==> src/rtl/ca_stepper.sv <==
// ca_stepper
//   Sequencer for an 8-cell elementary cellular automaton that feeds a
//   downstream cycle_checker. A run loads a seed and a Wolfram rule, clears
//   the checker, then for every generation pulses the checker's compare
//   clock, samples its verdict, commits the generation to its history and
//   advances. The run ends on a reported repeat or when MAX_STEPS
//   generations have been advanced.
//
//   Optional feature macro: CA_WRAP_EN
//     defined   -> toroidal ring (cell 0 and cell 7 are neighbours)
//     undefined -> cells beyond either end read as 0
//
// Parameters
//   MAX_STEPS    generation budget, 1..255
// Ports
//   clk          single clock, rising edge
//   reset        asynchronous, active-low
//   start        level request, honoured only in IDLE and DONE
//   seed[0:7]    initial generation (index 0 = leftmost cell)
//   rule[7:0]    Wolfram rule number
//   cycle_found  checker verdict, sampled in WAIT
//   status[0:7]  current generation, to the checker
//   chk_clr      one-cycle pulse, to the checker's reset
//   check        one-cycle pulse, to the checker's compare clock
//   commit       one-cycle pulse, to the checker's history clock
//   busy         run in progress
//   done         run finished
//   cycle        run ended on a detected repeat
//   timeout      run ended on budget exhaustion
//   step_cnt     generations advanced in the current run
`timescale 1ns/1ps

module ca_stepper #(
   parameter int unsigned MAX_STEPS = 255
) (
   input  logic       clk,
   input  logic       reset,
   input  logic       start,
   input  logic [0:7] seed,
   input  logic [7:0] rule,
   input  logic       cycle_found,
   output logic [0:7] status,
   output logic       chk_clr,
   output logic       check,
   output logic       commit,
   output logic       busy,
   output logic       done,
   output logic       cycle,
   output logic       timeout,
   output logic [7:0] step_cnt
);

   typedef enum logic [2:0] {
      IDLE   = 3'd0,
      CLEAR  = 3'd1,
      CHECK  = 3'd2,
      WAIT   = 3'd3,
      COMMIT = 3'd4,
      STEP   = 3'd5,
      DONE   = 3'd6
   } state_t;

   state_t     state;
   state_t     state_nxt;
   logic [7:0] rule_q;
   logic [7:0] step_inc;
   logic       last_step;
   logic [0:9] padded;
   logic [0:7] next_gen;

   // Generation with one guard cell on each side, so cell i sees its
   // {L,C,R} neighbourhood as padded[i +: 3].
`ifdef CA_WRAP_EN
   assign padded = {status[7], status, status[0]};
`else
   assign padded = {1'b0, status, 1'b0};
`endif

   always_comb begin
      next_gen = '0;
      for (int i = 0; i < 8; i++) begin
         next_gen[i] = rule_q[{padded[i], padded[i+1], padded[i+2]}];
      end
   end

   assign step_inc  = step_cnt + 8'd1;
   assign last_step = (step_inc == 8'(MAX_STEPS));

   // NOTE: sequential state uses non-blocking assignments so every flop
   // samples pre-edge values regardless of process evaluation order.
   always_ff @(posedge clk or negedge reset) begin
      if (!reset) state <= IDLE;
      else        state <= state_nxt;
   end

   always_comb begin
      // NOTE: default assigned first so no path through the case leaves
      // state_nxt unassigned, which would infer a latch.
      state_nxt = state;
      case (state)
         IDLE, DONE: if (start) state_nxt = CLEAR;
         CLEAR:      state_nxt = CHECK;
         CHECK:      state_nxt = WAIT;
         WAIT:       state_nxt = cycle_found ? DONE : COMMIT;
         COMMIT:     state_nxt = STEP;
         STEP:       state_nxt = last_step ? DONE : CHECK;
         default:    state_nxt = IDLE;
      endcase
   end

   // Pulse and status outputs are flops loaded from the next state, so they
   // are glitch-free (check and commit clock the downstream checker) and
   // line up exactly with the state they describe.
   always_ff @(posedge clk or negedge reset) begin
      if (!reset) begin
         chk_clr <= 1'b0;
         check   <= 1'b0;
         commit  <= 1'b0;
         busy    <= 1'b0;
         done    <= 1'b0;
      end else begin
         chk_clr <= (state_nxt == CLEAR);
         check   <= (state_nxt == CHECK);
         commit  <= (state_nxt == COMMIT);
         busy    <= (state_nxt != IDLE) && (state_nxt != DONE);
         done    <= (state_nxt == DONE);
      end
   end

   // Run datapath: generation, rule, step counter and end-of-run flags.
   always_ff @(posedge clk or negedge reset) begin
      if (!reset) begin
         status   <= '0;
         rule_q   <= '0;
         step_cnt <= '0;
         cycle    <= 1'b0;
         timeout  <= 1'b0;
      end else begin
         case (state)
            IDLE, DONE: begin
               if (start) begin
                  status   <= seed;
                  rule_q   <= rule;
                  step_cnt <= '0;
                  cycle    <= 1'b0;
                  timeout  <= 1'b0;
               end
            end
            WAIT: begin
               if (cycle_found) cycle <= 1'b1;
            end
            STEP: begin
               status   <= next_gen;
               step_cnt <= step_inc;
               if (last_step) timeout <= 1'b1;
            end
            default: ;
         endcase
      end
   end

endmodule

==> config.mk <==
export PLATFORM = sky130hd
export DESIGN_NAME = ca_stepper
export DESIGN_NICKNAME = d
export VERILOG_FILES = /design/src/rtl/ca_stepper.sv
export SDC_FILE = /design/constraint.sdc
export NUM_CORES = 1
export LEC_CHECK = 0
export ABC_AREA = 1
export BUFFER_PORTS_ARGS = -buffer_cell sky130_fd_sc_hd__buf_2
export CORE_MARGIN = 5
export CORE_UTILIZATION = 54
export DETAILED_ROUTE_END_ITERATION = 6
export PLACE_DENSITY = 0.8
export SYNTH_ARGS = -nofsm -noshare
export SYNTH_HDL_FRONTEND = slang
export SYNTH_SLANG_ARGS = --single-unit
==> constraint.sdc <==
create_clock -name clk -period 1.99 [get_ports clk]
set_clock_uncertainty 0.15 [all_clocks]
set_input_delay 0.2985 -clock clk [delete_from_list [all_inputs] [get_ports clk]]
set_output_delay 0.2985 -clock clk [all_outputs]
set_load 0.005 [all_outputs]
Word-level counts from Yosys, hierarchy flattened:

Cells that the tools add are included.

* $add $sub $neg: 1
* multiply operators: 0
* divide/modulo/power cells: 0
* magnitude comparators: 8
* equal/unequal tests: 15
* shifts and indexed selects: 0
* mux-type cells: 29
* bitwise logic cells: 0
* reductions and logical operators: 10

Operator list (number)
* $pmux 8 s2: 2
* $lt 3x4->1 const B: 7
* $bmux 1 s3: 6
* $pmux 3 s6: 1
* $mux 8: 2
* $eq 3x3->1 const B: 5
* $mux 1: 11
* $eq 3x2->1 const B: 3
* $add 8x1->8 const B: 1
* $eq 8x8->1 const B: 1
* $eq 3x1->1 const B: 2
* $mux 3: 2
* $ne 2x2->1 const B: 3
* $reduce_and 3->1: 2
* $bmux 1 s2: 2
* $lt 2x4->1 const B: 1
* $pmux 1 s2: 2
* $reduce_and 2->1: 2
* $reduce_bool 2->1: 2
* $logic_not 3->1: 1
* $ne 3x3->1 const B: 1
* $reduce_bool 3->1: 1
* $mux 2: 1
* $reduce_or 2->1: 1
* $logic_and 1x1->1: 1

* flip-flop bits (word level): 34
* latch bits: 0
* memory bits (writable): 0
* memory bits (read-only): 0
* bits of input ports: 20
* output and inout port bits: 23
* logic and storage cells: 74
* memories kept: 0

Logic depth before layout (Yosys ltp):

Gate-level depths: netlist (run 1).

* depth after elaboration: 6
* gate-level depth with buffers: 10

Worst setup path after synthesis (run 1):

OpenSTA, ideal clock, no wires.

* kind: flip-flop to flip-flop
* from: register step_cnt[1]
* to: register busy
* library setup time: 0.117 ns
* arrival: 1.297 ns
* data required time: 1.723 ns
* slack: 0.426 ns
* stages on the path, launching flop included: 8
* clock period less this slack: 1.564 ns
* cells stage by stage: dfrtp_1 > ha_1 > xor2_1 > nand3_1 > nor2_4 > nand3_4 > nand3_1 > nand2_1

* longest elaborated chain between the ends: 6
* elaborated cells on any way between the ends: 7
* those cells by class: add/sub (1); eq/ne (2); mux (2); reduce/logical (2)

RTL lines
* from (decl): RTL line 50 `output logic [7:0] step_cnt`
* from (signal assigned): RTL line 154 `step_cnt <= step_inc;`
* $add 8x1->8 (*): RTL line 86 `assign step_inc = step_cnt + 8'd1;`
* $eq 8x8->1 (*): RTL line 87 `assign last_step = (step_inc == 8'(MAX_STEPS));`
* $mux 3 (*): RTL line 106 `STEP: state_nxt = last_step ? DONE : CHECK;`
* $pmux 3 s6 (*): RTL line 100 `case (state)`
* $ne 3x3->1 / $reduce_bool 3->1 (equally long branches): RTL line 125 `busy <= (state_nxt != IDLE) && (state_nxt != DONE);`
* $logic_and 1x1->1 (*): RTL line 125
* to (signal assigned): RTL line 125
* to (decl): RTL line 46 `output logic busy,`

Mark *: on every way between the ends. The rest lies on a longest branch, timed or not.
A chain may end at the register's enable or synchronous reset.

Worst setup path after layout (run 1):

* from: register state[0]
* to: register busy

* longest elaborated chain between the ends: 5
* elaborated cells on any way between the ends: 13
* those cells by class: eq/ne (7); mux (2); reduce/logical (4)

RTL lines
* from (decl): RTL line 63 `state_t state;`
* from (signal assigned): RTL line 93 `else state <= state_nxt;`
* $eq 3x3->1 / $logic_not 3->1 (equally long branches): RTL line 100
* $reduce_or 2->1: RTL line 100
* $pmux 3 s6 (*): RTL line 100
* $ne 3x3->1 / $reduce_bool 3->1 (equally long branches): RTL line 125
* $logic_and 1x1->1 (*): RTL line 125

Marks and branches as above.

==> results of run 1 <==
==> final cells by class <==
type                       instances  area share
clock inverter                     1     0.00211
inverter                          32      0.0505
clock buffer                       7      0.0363
sequential                        34       0.358
timing repair buffer              45      0.0989
multi-input combinational        188       0.429
tap                               48      0.0253
==> flip-flops by register name, summed over array words and instances, names as in the netlist <==
| name | cells |
|---|---|
| commit | 1 |
| timeout | 1 |
| done | 1 |
| rule_q | 8 |
| check | 1 |
| step_cnt | 8 |
| cycle | 1 |
| chk_clr | 1 |
| busy | 1 |
| status | 8 |
| state | 3 |
==> what timing repair did <==
| action | CTS | global route |
|---|---|---|
| endpoints found under the hold margin | 34 | 0 |
| hold buffers | 1 | 0 |
| endpoints found under the setup margin | 0 | 0 |
==> routing by layer <==
layer,global-route usage,vias to the layer above
met5,0,-
met1,0.267,872
met2,0.331,60
li1,-,976
met4,0.0710,0
met3,0.0449,5
==> logic make-up (layout without fill, tap and decap cells) <==
| logic type | count (synthesis) | after routing | synth area share |
|---|---|---|---|
| xor gates and xnor gates | 3 | 3 | 0.0129 |
| buffers and inverters | 41 | 85 | 0.0845 |
| AOI/OAI and AO/OA | 79 | 79 | 0.227 |
| and+or+nand+nor | 104 | 104 | 0.247 |
| DFF | 34 | 34 | 0.416 |
| adders and majority gates | 2 | 2 | 0.0122 |
==> synth_stat cells <==
cell	number	area [sq um]
sky130_fd_sc_hd__clkinv_1	1	3.75
sky130_fd_sc_hd__nor3_1	1	5.00
sky130_fd_sc_hd__o21ai_1	4	20.0
sky130_fd_sc_hd__nand3_1	34	170
sky130_fd_sc_hd__buf_2	6	30.0
sky130_fd_sc_hd__nand4_1	1	6.26
sky130_fd_sc_hd__nor2_4	3	33.8
sky130_fd_sc_hd__a21oi_2	1	8.76
sky130_fd_sc_hd__dfrtp_1	34	851
sky130_fd_sc_hd__o21ai_2	9	78.8
sky130_fd_sc_hd__a21oi_1	21	105
sky130_fd_sc_hd__o22ai_1	2	12.5
sky130_fd_sc_hd__xor2_1	3	26.3
sky130_fd_sc_hd__inv_2	4	15.0
sky130_fd_sc_hd__nand3_4	1	17.5
sky130_fd_sc_hd__inv_1	27	101
sky130_fd_sc_hd__buf_4	1	7.51
sky130_fd_sc_hd__o21ai_0	31	155
sky130_fd_sc_hd__clkbuf_1	1	3.75
sky130_fd_sc_hd__o211ai_1	10	75.1
sky130_fd_sc_hd__nand2_4	2	22.5
sky130_fd_sc_hd__o21bai_1	1	7.51
sky130_fd_sc_hd__nand2_2	4	25.0
sky130_fd_sc_hd__nor2_1	9	33.8
sky130_fd_sc_hd__nand2_1	46	173
sky130_fd_sc_hd__nor2_2	3	18.8
sky130_fd_sc_hd__buf_6	1	11.3
sky130_fd_sc_hd__ha_1	2	25.0
==> critical path: stages, from the launching register on <==
cell and delay (ps):
sky130_fd_sc_hd__dfrtp_1 370, sky130_fd_sc_hd__inv_1 90, sky130_fd_sc_hd__nand3_1 110, sky130_fd_sc_hd__o21ai_2 80
sky130_fd_sc_hd__nand2_4 170, sky130_fd_sc_hd__inv_2 100, sky130_fd_sc_hd__nor2_1 240, sky130_fd_sc_hd__nand2_1 120
sky130_fd_sc_hd__nand3_1 110, sky130_fd_sc_hd__nand2_1 50
==> final timing paths <==
check / endpoint / start
worst max register to register: busy$_DFF_PN0_ / state[0]$_DFF_PN0_
worst max-delay path: busy$_DFF_PN0_ / state[0]$_DFF_PN0_
min in group asynchronous: rule_q[4]$_DFFE_PN0P_ / reset
worst min register to register: cycle$_DFFE_PN0P_ / cycle$_DFFE_PN0P_
max in group asynchronous: step_cnt[3]$_DFFE_PN0P_ / reset
worst min-delay path: rule_q[4]$_DFFE_PN0P_ / rule[4]
==> power by group through the flow <==
stage | Clock, uW | Combinational [uW] | Sequential [uW]
after floorplan | 0 | 1350 | 1180
after global placement | 0 | 1650 | 1310
after detailed placement | 0 | 1680 | 1320
after CTS | 540 | 1690 | 1300
after global routing | 573 | 1950 | 1370
final | 518 | 1680 | 1310
==> through the flow <==
stage	power [uW]	std cells	setup WS, ps	hold slack [ps]
3_5_place_dp	3000	346	305	260
6_report	3510	355	295	68.2
3_3_place_gp	2960	346	327	258
2_1_floorplan	2530	263	426	-147
5_1_grt	3890	355	127	66.8
4_1_cts	3530	355	299	58.4
==> results list, run 1 <==
- The worst setup path is captured at a flop.
* Crit path required time: 2020 ps
- Yosys printed 0 warnings.
- Total global routing overflow: 0
- Peak Freq: roughly 0.59 GHz
* Total power per unit cell area: 1480 nW/um^2
- Outcome: finished clean
* Type of the most critical hold path: input pin to flop
* Crit share post-route: 0.852
- Post-synthesis sequential area ratio: 0.416
- Summed instance area of the synthesized netlist: 2040 sq um
- Clk_lat worst skew: ~280 ps
- Global routing usage summed across all routing layers: 0.203
- During I/O placement, the number of pins put on the boundary was 43.
- Clock Sinks: 34
- ANT nets after route: 0
- After clock tree synthesis, the setup repair step added 0 buffers.
- Summing all multi-input logic gate instances after layout gives 1020 sq um.
- After clock tree synthesis, the clock-pin slew on the worst setup and hold paths is 70 ps.
* Vias in the first global route: 1819
* Global-route wire length before repair: 8280 um
- Die Span X: roughly 72 um
* Buffers added on ports: 42
- The worst path needs 1690 ps of the cycle, external delays included.
- Setup violations remaining at the end of the flow were counted as 0.
* WP data arrival: roughly 1700 ps
- Routed len/inst: 13.3 um
* Fillcell total: ~330
- A synthesized cell averages roughly 7.8 sq um.
- Adding up every negative setup slack in the final design gives 0 ps.
* Sequential cell area: ~850 sq um
* Placer congestion estimate: 0.858
- The share of total power dissipated in the clock network is 0.148.
- In the detailed route, the total length drawn on met2 is between 2000 and 2500 um.
- Net Switching: 1620 uW
- Area growth from synthesis to final layout: 16.4%
* Vias: approximately 1900
* Net switching fraction of the power: 0.461
- Logic gate share of total power: 0.478
* Amount of wire on met3 after detailed routing: 258 um
- Number of antenna violations at the first check in global routing: 0
- After routing the design area is 2380 sq um.
- The library cell used most frequently in the layout, excluding fill and tap cells, is sky130_fd_sc_hd__nand2_1.
* Hold-critical path depth: 3
- Wire length the detailed router placed on met1: 2090 um
* Clock Tree Root: sky130_fd_sc_hd__clkbuf_8
* Leakage power summed over all cells: between 0.001 and 0.0015 uW
* Net count reported at finish: approximately 330
* Dpl hpwl: 3530 um
- Entering global routing, the biggest net connects 35 pins.
- In the final layout, the share of cells above drive strength 1 is 0.254.
* Final Slew Violations: 0
- CTS tree: built
* Die Area: 5110 sq um
- Drt drc: 0
* Worst IR drop on VDD: approximately 0.86 mV
- Internal power of the cells: 1890 uW
* Sequential fraction of design power: 0.374
- Total of max-cap violations: 0
- Chip Height: 71.5 um
- Hold Vio Cnt, Final: 0
* Fin util: 0.649
- The clock passes through at most 2 buffers.
* Site Rows: 22
- After synthesis the netlist holds a flip-flop and latch count of 34.
- Post-synthesis instance total: about 260
- Synthesized netlist net count: 285
* Startpoint-to-endpoint class of the critical path: flop to flop
* Relative slew margins: 0.499
- Number of DRC violations after detailed-routing iteration 0: 184
* Initial core utilization: 0.558
- Max FO, Critical Path: 19
* Unrepaired setup endpoints after global routing: no
- Wires add up to 4720 um.
* Core footprint: 3660 sq um
- Vias per std cell: 5.39
* Drt pass-1 iters: 4
- Post-DP Area: around 2300 sq um
- TritonCTS created 5 clock buffers.
- The repair_antennas step left the layout with diodes totalling 0.
* H-tree lvl count: 2
- At the pin with the least slew margin, the transition time is roughly 750 ps.
* Count of distinct cell types in the synthesized netlist: 28
- The worst register-to-register path has a setup slack of 300 ps.
- The worst setup path is launched from a flop.
- Number of gates resized after CTS: 0
- The library cells used most frequently in the layout, excluding fill and tap cells, are 46 x sky130_fd_sc_hd__nand2_1, 42 x sky130_fd_sc_hd__buf_2, 34 x sky130_fd_sc_hd__nand3_1, 34 x sky130_fd_sc_hd__dfrtp_1, 31 x sky130_fd_sc_hd__o21ai_0.
- Highest metal layer with signal wires: met4
- For the worst flop-to-flop path, the logic depth is 9.
No activity file was read; power rests on OpenSTA's default activity.
==> run 2, diff against run 1 <==
--- a/config.mk
+++ b/config.mk
@@ -10,6 +10,7 @@
 export CORE_MARGIN = 5
 export CORE_UTILIZATION = 54
 export DETAILED_ROUTE_END_ITERATION = 6
+export MAX_ROUTING_LAYER = met4
 export PLACE_DENSITY = 0.8
 export SYNTH_ARGS = -nofsm -noshare
 export SYNTH_HDL_FRONTEND = slang
==> run 2 against run 1 <==
  * Final area is the same
  * Critical path depth did not move
  * Utilization unchanged
  * Wire length barely moved
  * Sequential share of layout area unchanged
  * Count of clock-buffer cells in the layout unchanged
  * Sequential power is essentially flat
  * Die area is the same
  * Largest cell class unchanged
  * Largest power group unchanged
==> results list, run 2 (synthesis gave the netlist of run 1 again) <==
- Placer congestion estimate: 0.872
- The analysis attributes to cell leakage a power of 0.00115 uW.
- Leaving out fill and tap cells, the most frequent cell in the layout is sky130_fd_sc_hd__nand2_1.
- Total detailed-routing wirelength: 4730 um
* Net switching fraction of the power: 0.462
- Sequential cell area: 851 sq um
- The detailed router placed between 1500 and 2000 vias in this run.
- Drt pass-1 iters: 5
* Number of DRC violations after detailed-routing iteration 0: 195
- The number of antenna diodes in the final layout is 0.
* Post-CTS setup buffer count: 0
- The share of total power dissipated in the clock network is 0.148.
* Setup ws final: 293 ps
- Routed len/inst: roughly 13 um
- Chip Height: ~72 um
- Cts bufs inserted: 5
* Global-route wire length before repair: approximately 8300 um
- Buffers inserted to repair hold after CTS numbered 1.
- The worst setup path is launched from a flop.
- Crit path required time: 2020 ps
- Area growth from synthesis to final layout: 16.4%
- The via count of the first global-routing pass came to 1818.
* Final Slew Violations: 0
- Net count reported at finish: 328
- Of the total power, registers draw 0.374.
- Clock-pin slew was measured on the worst setup and hold paths at about 70 ps.
* Dpl hpwl: 3530 um
* Relative slew margins: 0.498
- Final std cell area, no fill: 2380 sq um
- Outcome: finished clean
- Count of final setup violators: 0
- Die Area: 5110 sq um
- Based on the critical path, the design can be clocked at up to 0.589 GHz.
- Drt drc: 0
- Setup TNS Final: 0 ps
* Kind of capture point of the worst setup path: flop
* Post-Place Worst Slack: 305 ps
- The largest registers in the layout are rule_q (8), status (8), step_cnt (8).
- Maximum number of pins on one net before global-route repair: 35
* Worst-margin pin slew: 753 ps
* Total global routing overflow: 0
- After detailed placement, the total cell area comes to 2280 sq um.
- Internal power of the cells: 1890 uW
* Unrepaired setup endpoints after global routing: no
- Fillcell total: ~330
* Logic gate share of total power: 0.479
* Clk_lat worst skew: ~290 ps
- CTS tree: built
- Power spread over the standard cell area amounts to about 1500 nW/um^2.
* Max FO, Critical Path: 19
* Net Switching: 1620 uW
* WP data arrival: 1730 ps
* Fraction of final layout cells with drive strength greater than 1: 0.254
* Worst IR drop on VDD: 0.853 mV
- Boundary Pins: 43
- Crit share post-route: 0.853
- The tool flagged a number of max-cap violations equal to 0.
- Startpoint-to-endpoint class of the critical path: flop to flop
* Number of antenna violations at the first check in global routing: 0
* Final period demand of the worst path: 1700 ps
- For this configuration, the core starts out at a cell density of 0.558.
- The floorplan has 22 rows.
* Post-route worst hold slack: about 67 ps
* Global routing usage summed across all routing layers: 0.209
* Number of gates resized after CTS: 0
- In the layout the commonest cells are 46 x sky130_fd_sc_hd__nand2_1, 42 x sky130_fd_sc_hd__buf_2, 34 x sky130_fd_sc_hd__nand3_1, 34 x sky130_fd_sc_hd__dfrtp_1, 31 x sky130_fd_sc_hd__o21ai_0.
* H-tree lvl count: 2
* Buffers from clock root to sink, at most: 2
* Fin util: 0.649
- The count of nets left with antenna violations once routing finished came out at 0.
- In the routed layout, each cell is associated on average with a via count of 5.36.
- Worst reg2reg setup slack: 290 ps
* Type of the most critical hold path: input pin to flop
- Hold Vio Cnt, Final: 0
- The core region is 3660 sq um.
- The multi-input combinational cells in the finished layout cover a total of between 1000 and 1500 sq um.
* Clock Sinks: 34
* Die Span X: 71.5 um
- Buffers added on ports: 42
* Clock Tree Root: sky130_fd_sc_hd__clkbuf_8
run 2: worst paths after layout:
path,startpoint,end,cells past startpoint
setup / recovery,state[0]$_DFF_PN0_,busy$_DFF_PN0_,9
hold reg to reg,cycle$_DFFE_PN0P_,cycle$_DFFE_PN0P_,2
hold / removal,rule[4],rule_q[4]$_DFFE_PN0P_,3
max in group asynchronous,reset,step_cnt[3]$_DFFE_PN0P_,2
setup reg to reg,state[0]$_DFF_PN0_,busy$_DFF_PN0_,9
min in group asynchronous,reset,rule_q[4]$_DFFE_PN0P_,2
run 2: per-stage QoR:
stage | power (uW) | std cells
after floorplan | 2530 | 263
after global placement | 2960 | 346
after detailed placement | 3000 | 346
after CTS | 3530 | 355
after global routing | 3890 | 355
final | 3520 | 355
run 2: worst max-delay path, cell delays in order (launching register included):
cell and delay, ps:
sky130_fd_sc_hd__dfrtp_1 370, sky130_fd_sc_hd__inv_1 90, sky130_fd_sc_hd__nand3_1 110, sky130_fd_sc_hd__o21ai_2 80, sky130_fd_sc_hd__nand2_4 170, sky130_fd_sc_hd__inv_2 100, sky130_fd_sc_hd__nor2_1 240, sky130_fd_sc_hd__nand2_1 120
sky130_fd_sc_hd__nand3_1 110, sky130_fd_sc_hd__nand2_1 50
run 2: final cells by class:
cell class                 count  share of cell area
clock inverter                 1             0.00211
sequential                    34               0.358
tap                           48              0.0253
inverter                      32              0.0505
timing repair buffer          45              0.0989
multi-input combinational    188               0.429
clock buffer                   7              0.0363
run 2: layer usage:
metal | GRT usage | wire length [um] | up-vias
li1 | - | - | 974
met1 | 0.269 | 2120 | 866
met2 | 0.331 | 2300 | 57
met3 | 0.0407 | 251 | 7
met4 | 0.0710 | 59 | 0
met5 | - | 0 | -
run 2: power by group through the flow:
| stage | registers, uW | logic (uW) | clock network [uW] |
|---|---|---|---|
| 2_1_floorplan | 1180 | 1350 | 0 |
| 3_3_place_gp | 1310 | 1650 | 0 |
| 3_5_place_dp | 1320 | 1680 | 0 |
| 4_1_cts | 1300 | 1690 | 540 |
| 5_1_grt | 1370 | 1950 | 573 |
| 6_report | 1310 | 1680 | 519 |
==> run 3, diff against run 2 <==
--- a/config.mk
+++ b/config.mk
@@ -7,6 +7,7 @@
 export LEC_CHECK = 0
 export ABC_AREA = 1
 export BUFFER_PORTS_ARGS = -buffer_cell sky130_fd_sc_hd__buf_2
+export CORE_ASPECT_RATIO = 0.6
 export CORE_MARGIN = 5
 export CORE_UTILIZATION = 54
 export DETAILED_ROUTE_END_ITERATION = 6
==> run 3 against run 2 <==
  * Via count up 5.5%
  * Worst setup slack worse by 43 ps
  * Global-route usage up 1.1 points
  * Register-to-register slack worse by 40 ps
  * Count of clock-buffer cells in the layout down 1
  * Hold slack worse by 6.0 ps
  * Flip-flop and latch count unchanged
  * Sequential power about the same
  * Final area up 0.11%
  * Utilization up 0.11 points
  * Critical endpoint is now rule_q[6]$_DFFE_PN0P_
==> results list, run 3 (synthesis gave the netlist of run 1 again) <==
* Crit share post-route: 0.874
- Vias in the first global route: around 1700
* Worst reg2reg setup slack: 250 ps
* Type of the most critical hold path: input pin to flop
* Worst-margin pin slew: 769 ps
- In this run the worst path has a maximum fanout of 19.
* Cells along the critical path: inv_1 > nand2_1 > o21ai_2 > nand2_4 > inv_2 > buf_4 > nand2_1 > o21ai_2
* Maximum number of pins on one net before global-route repair: 35
* Post-DP Area: 2270 sq um
- Leaving out fill and tap cells, the most frequent cells in the layout are 46 x sky130_fd_sc_hd__nand2_1, 42 x sky130_fd_sc_hd__buf_2, 34 x sky130_fd_sc_hd__nand3_1, 34 x sky130_fd_sc_hd__dfrtp_1, 31 x sky130_fd_sc_hd__o21ai_0.
- Relative slew margins: 0.487
* Hold Startpoint: rule[5]
- Area growth from synthesis to final layout: 16.5%
* ANT nets after route: 0
* Net switching fraction of the power: 0.476
- In this run the count of I/O pins placed on the die edge is 43.
- Share of power burned in the clock network: 0.151
- Net Switching: approximately 1700 uW
* CTS tree: built
- Unrepaired setup endpoints after global routing: no
- The run finished with clean final reports.
- Vias per std cell: 5.68
- Core footprint: between 3000 and 4000 sq um
- In the final design database the tool counted about 330 nets.
- The worst register-to-register path has a depth of 8.
* Sequential fraction of design power: 0.368
* CP delay by family, top: buffers and inverters
* Die Span X: 89.4 um
- Post-CTS setup buffer count: 0
- The critical path is of the flop to flop type.
- STA classifies the critical path startpoint as a flop.
- Post-Place Worst Slack: 286 ps
- Total power per unit cell area: around 1500 nW/um^2
- On the worst path, the slowest cell contributes a delay of approximately 400 ps.
* Site Rows: 17
* Post-CTS Hold Fix Bufs: 1
- Across the run, the number of max-cap violations was 0.
- Dpl hpwl: 3800 um
* Leakage power summed over all cells: 0.00115 uW
- The first global-routing pass estimated between 8000 and 9000 um of wire.
- Buffers added on ports: 42
- Post-CTS repair changed the size of 0 cells.
- Number of DRC violations after detailed-routing iteration 0: 205
- Total detailed-routing wirelength: around 5200 um
- Buffers from clock root to sink, at most: 2
- Total global routing overflow: 0
* Slowest library cell on the worst path: sky130_fd_sc_hd__dfrtp_1
- Crit path required time: 2060 ps
- 0 antenna diodes ended up in the layout.
- Routed len/inst: 14.8 um
- Final period demand of the worst path: between 1500 and 2000 ps
- Cell internal power was estimated by the tool at 1890 uW.
- In the routed design, unresolved DRC markers number 0.
* Final Slew Violations: 0
* Biggest registers after layout: rule_q (8), status (8), step_cnt (8)
- For the worst-skew pair, the clock arrives at the later sink with an insertion delay of 290 ps.
- Detailed routing inserted a total of 2009 vias.
* Clock-pin transition on the worst setup and hold timing paths: 70 ps
- Setup TNS Final: 0 ps
- The die covers 5150 sq um.
* Clock Sinks: 34
* Global routing usage summed across all routing layers: 0.220
- The share of total power dissipated in combinational logic is 0.481.
* Worst IR drop on VDD: roughly 0.79 mV
- Leading cell type in the layout, fill and taps excluded: sky130_fd_sc_hd__nand2_1
- Reg-to-reg critical path startpoint: state[0]$_DFF_PN0_
- Setup slack closes at 250 ps.
* Drt pass-1 iters: 5
- Initial core utilization: 0.558
- The count of endpoints failing hold in the final timing report was 0.
- Kind of capture point of the worst setup path: flop
* Clock Tree Root: sky130_fd_sc_hd__clkbuf_8
- Peak Freq: around 0.57 GHz
* Endpoint of the worst register-to-register path: rule_q[6]$_DFFE_PN0P_
- H-tree lvl count: 2
- Placer congestion estimate: 0.957
- Hold-critical path depth: 3
- Number of antenna violations at the first check in global routing: 0
- Final std cell area, no fill: 2380 sq um
- WP buf/inv: 3
* Chip Height: 57.6 um
- Setup violations remaining at the end of the flow were counted as 0.
- Cts bufs inserted: 5
* Hold EP: rule_q[5]$_DFFE_PN0P_
- WP data arrival: 1810 ps
- Fraction of final layout cells with drive strength greater than 1: 0.257
## run 3: changes by cell type in the layout (fill, tap and decap cells not counted), sizes merged
cell and change:
clkbuf -1, clkinvlp +1
## run 3: worst min-delay path: stages
cell	delay, ps
sky130_fd_sc_hd__buf_2	70
sky130_fd_sc_hd__nand2_1	50
sky130_fd_sc_hd__o21ai_2	50
## run 3: worst max-delay path by stage
stage                             from                    end  slack (ps)  depth (start not counted)
6_report            state[0]$_DFF_PN0_  rule_q[6]$_DFFE_PN0P_         250                          8
2_1_floorplan  step_cnt[1]$_DFFE_PN0P_         busy$_DFF_PN0_         430                          7
4_1_cts             state[0]$_DFF_PN0_  rule_q[6]$_DFFE_PN0P_         260                          8
5_1_grt             state[0]$_DFF_PN0_  rule_q[6]$_DFFE_PN0P_         120                          8
3_3_place_gp   step_cnt[1]$_DFFE_PN0P_         busy$_DFF_PN0_         340                          8
3_5_place_dp        state[0]$_DFF_PN0_  rule_q[1]$_DFFE_PN0P_         290                          8
## run 3: cell type report
cell class	count	area, sq um
fill	335	1280
clock buffer	6	82.6
clock inverter	2	12.5
inverter	32	120
timing repair buffer	45	235
multi-input combinational	188	1020
sequential	34	851
tap	47	58.8
## run 3: metrics by stage
step                cells  hold slack (ps)  total power, uW   util
detailed placement    345              271             3040  0.622
floorplan             263             -147             2530      -
global placement      345              262             2970  0.622
finish                354             60.8             3610  0.650
global route          354             56.7             3950  0.650
CTS                   354             54.0             3600  0.650
## run 3: power by group through the flow
| stage | registers, uW | clock network [uW] | logic (uW) |
|---|---|---|---|
| 2_1_floorplan | 1180 | 0 | 1350 |
| 3_3_place_gp | 1310 | 0 | 1670 |
| 3_5_place_dp | 1330 | 0 | 1720 |
| 4_1_cts | 1310 | 556 | 1720 |
| 5_1_grt | 1380 | 590 | 1990 |
| 6_report | 1330 | 544 | 1730 |
## run 3: per-layer routing
metal,vias to the layer above,GRT usage,part of all wire
met5,-,-,0
met4,0,0.0467,0.0075
met3,6,0.0938,0.10
met2,98,0.280,0.42
met1,931,0.320,0.47
li1,974,-,-
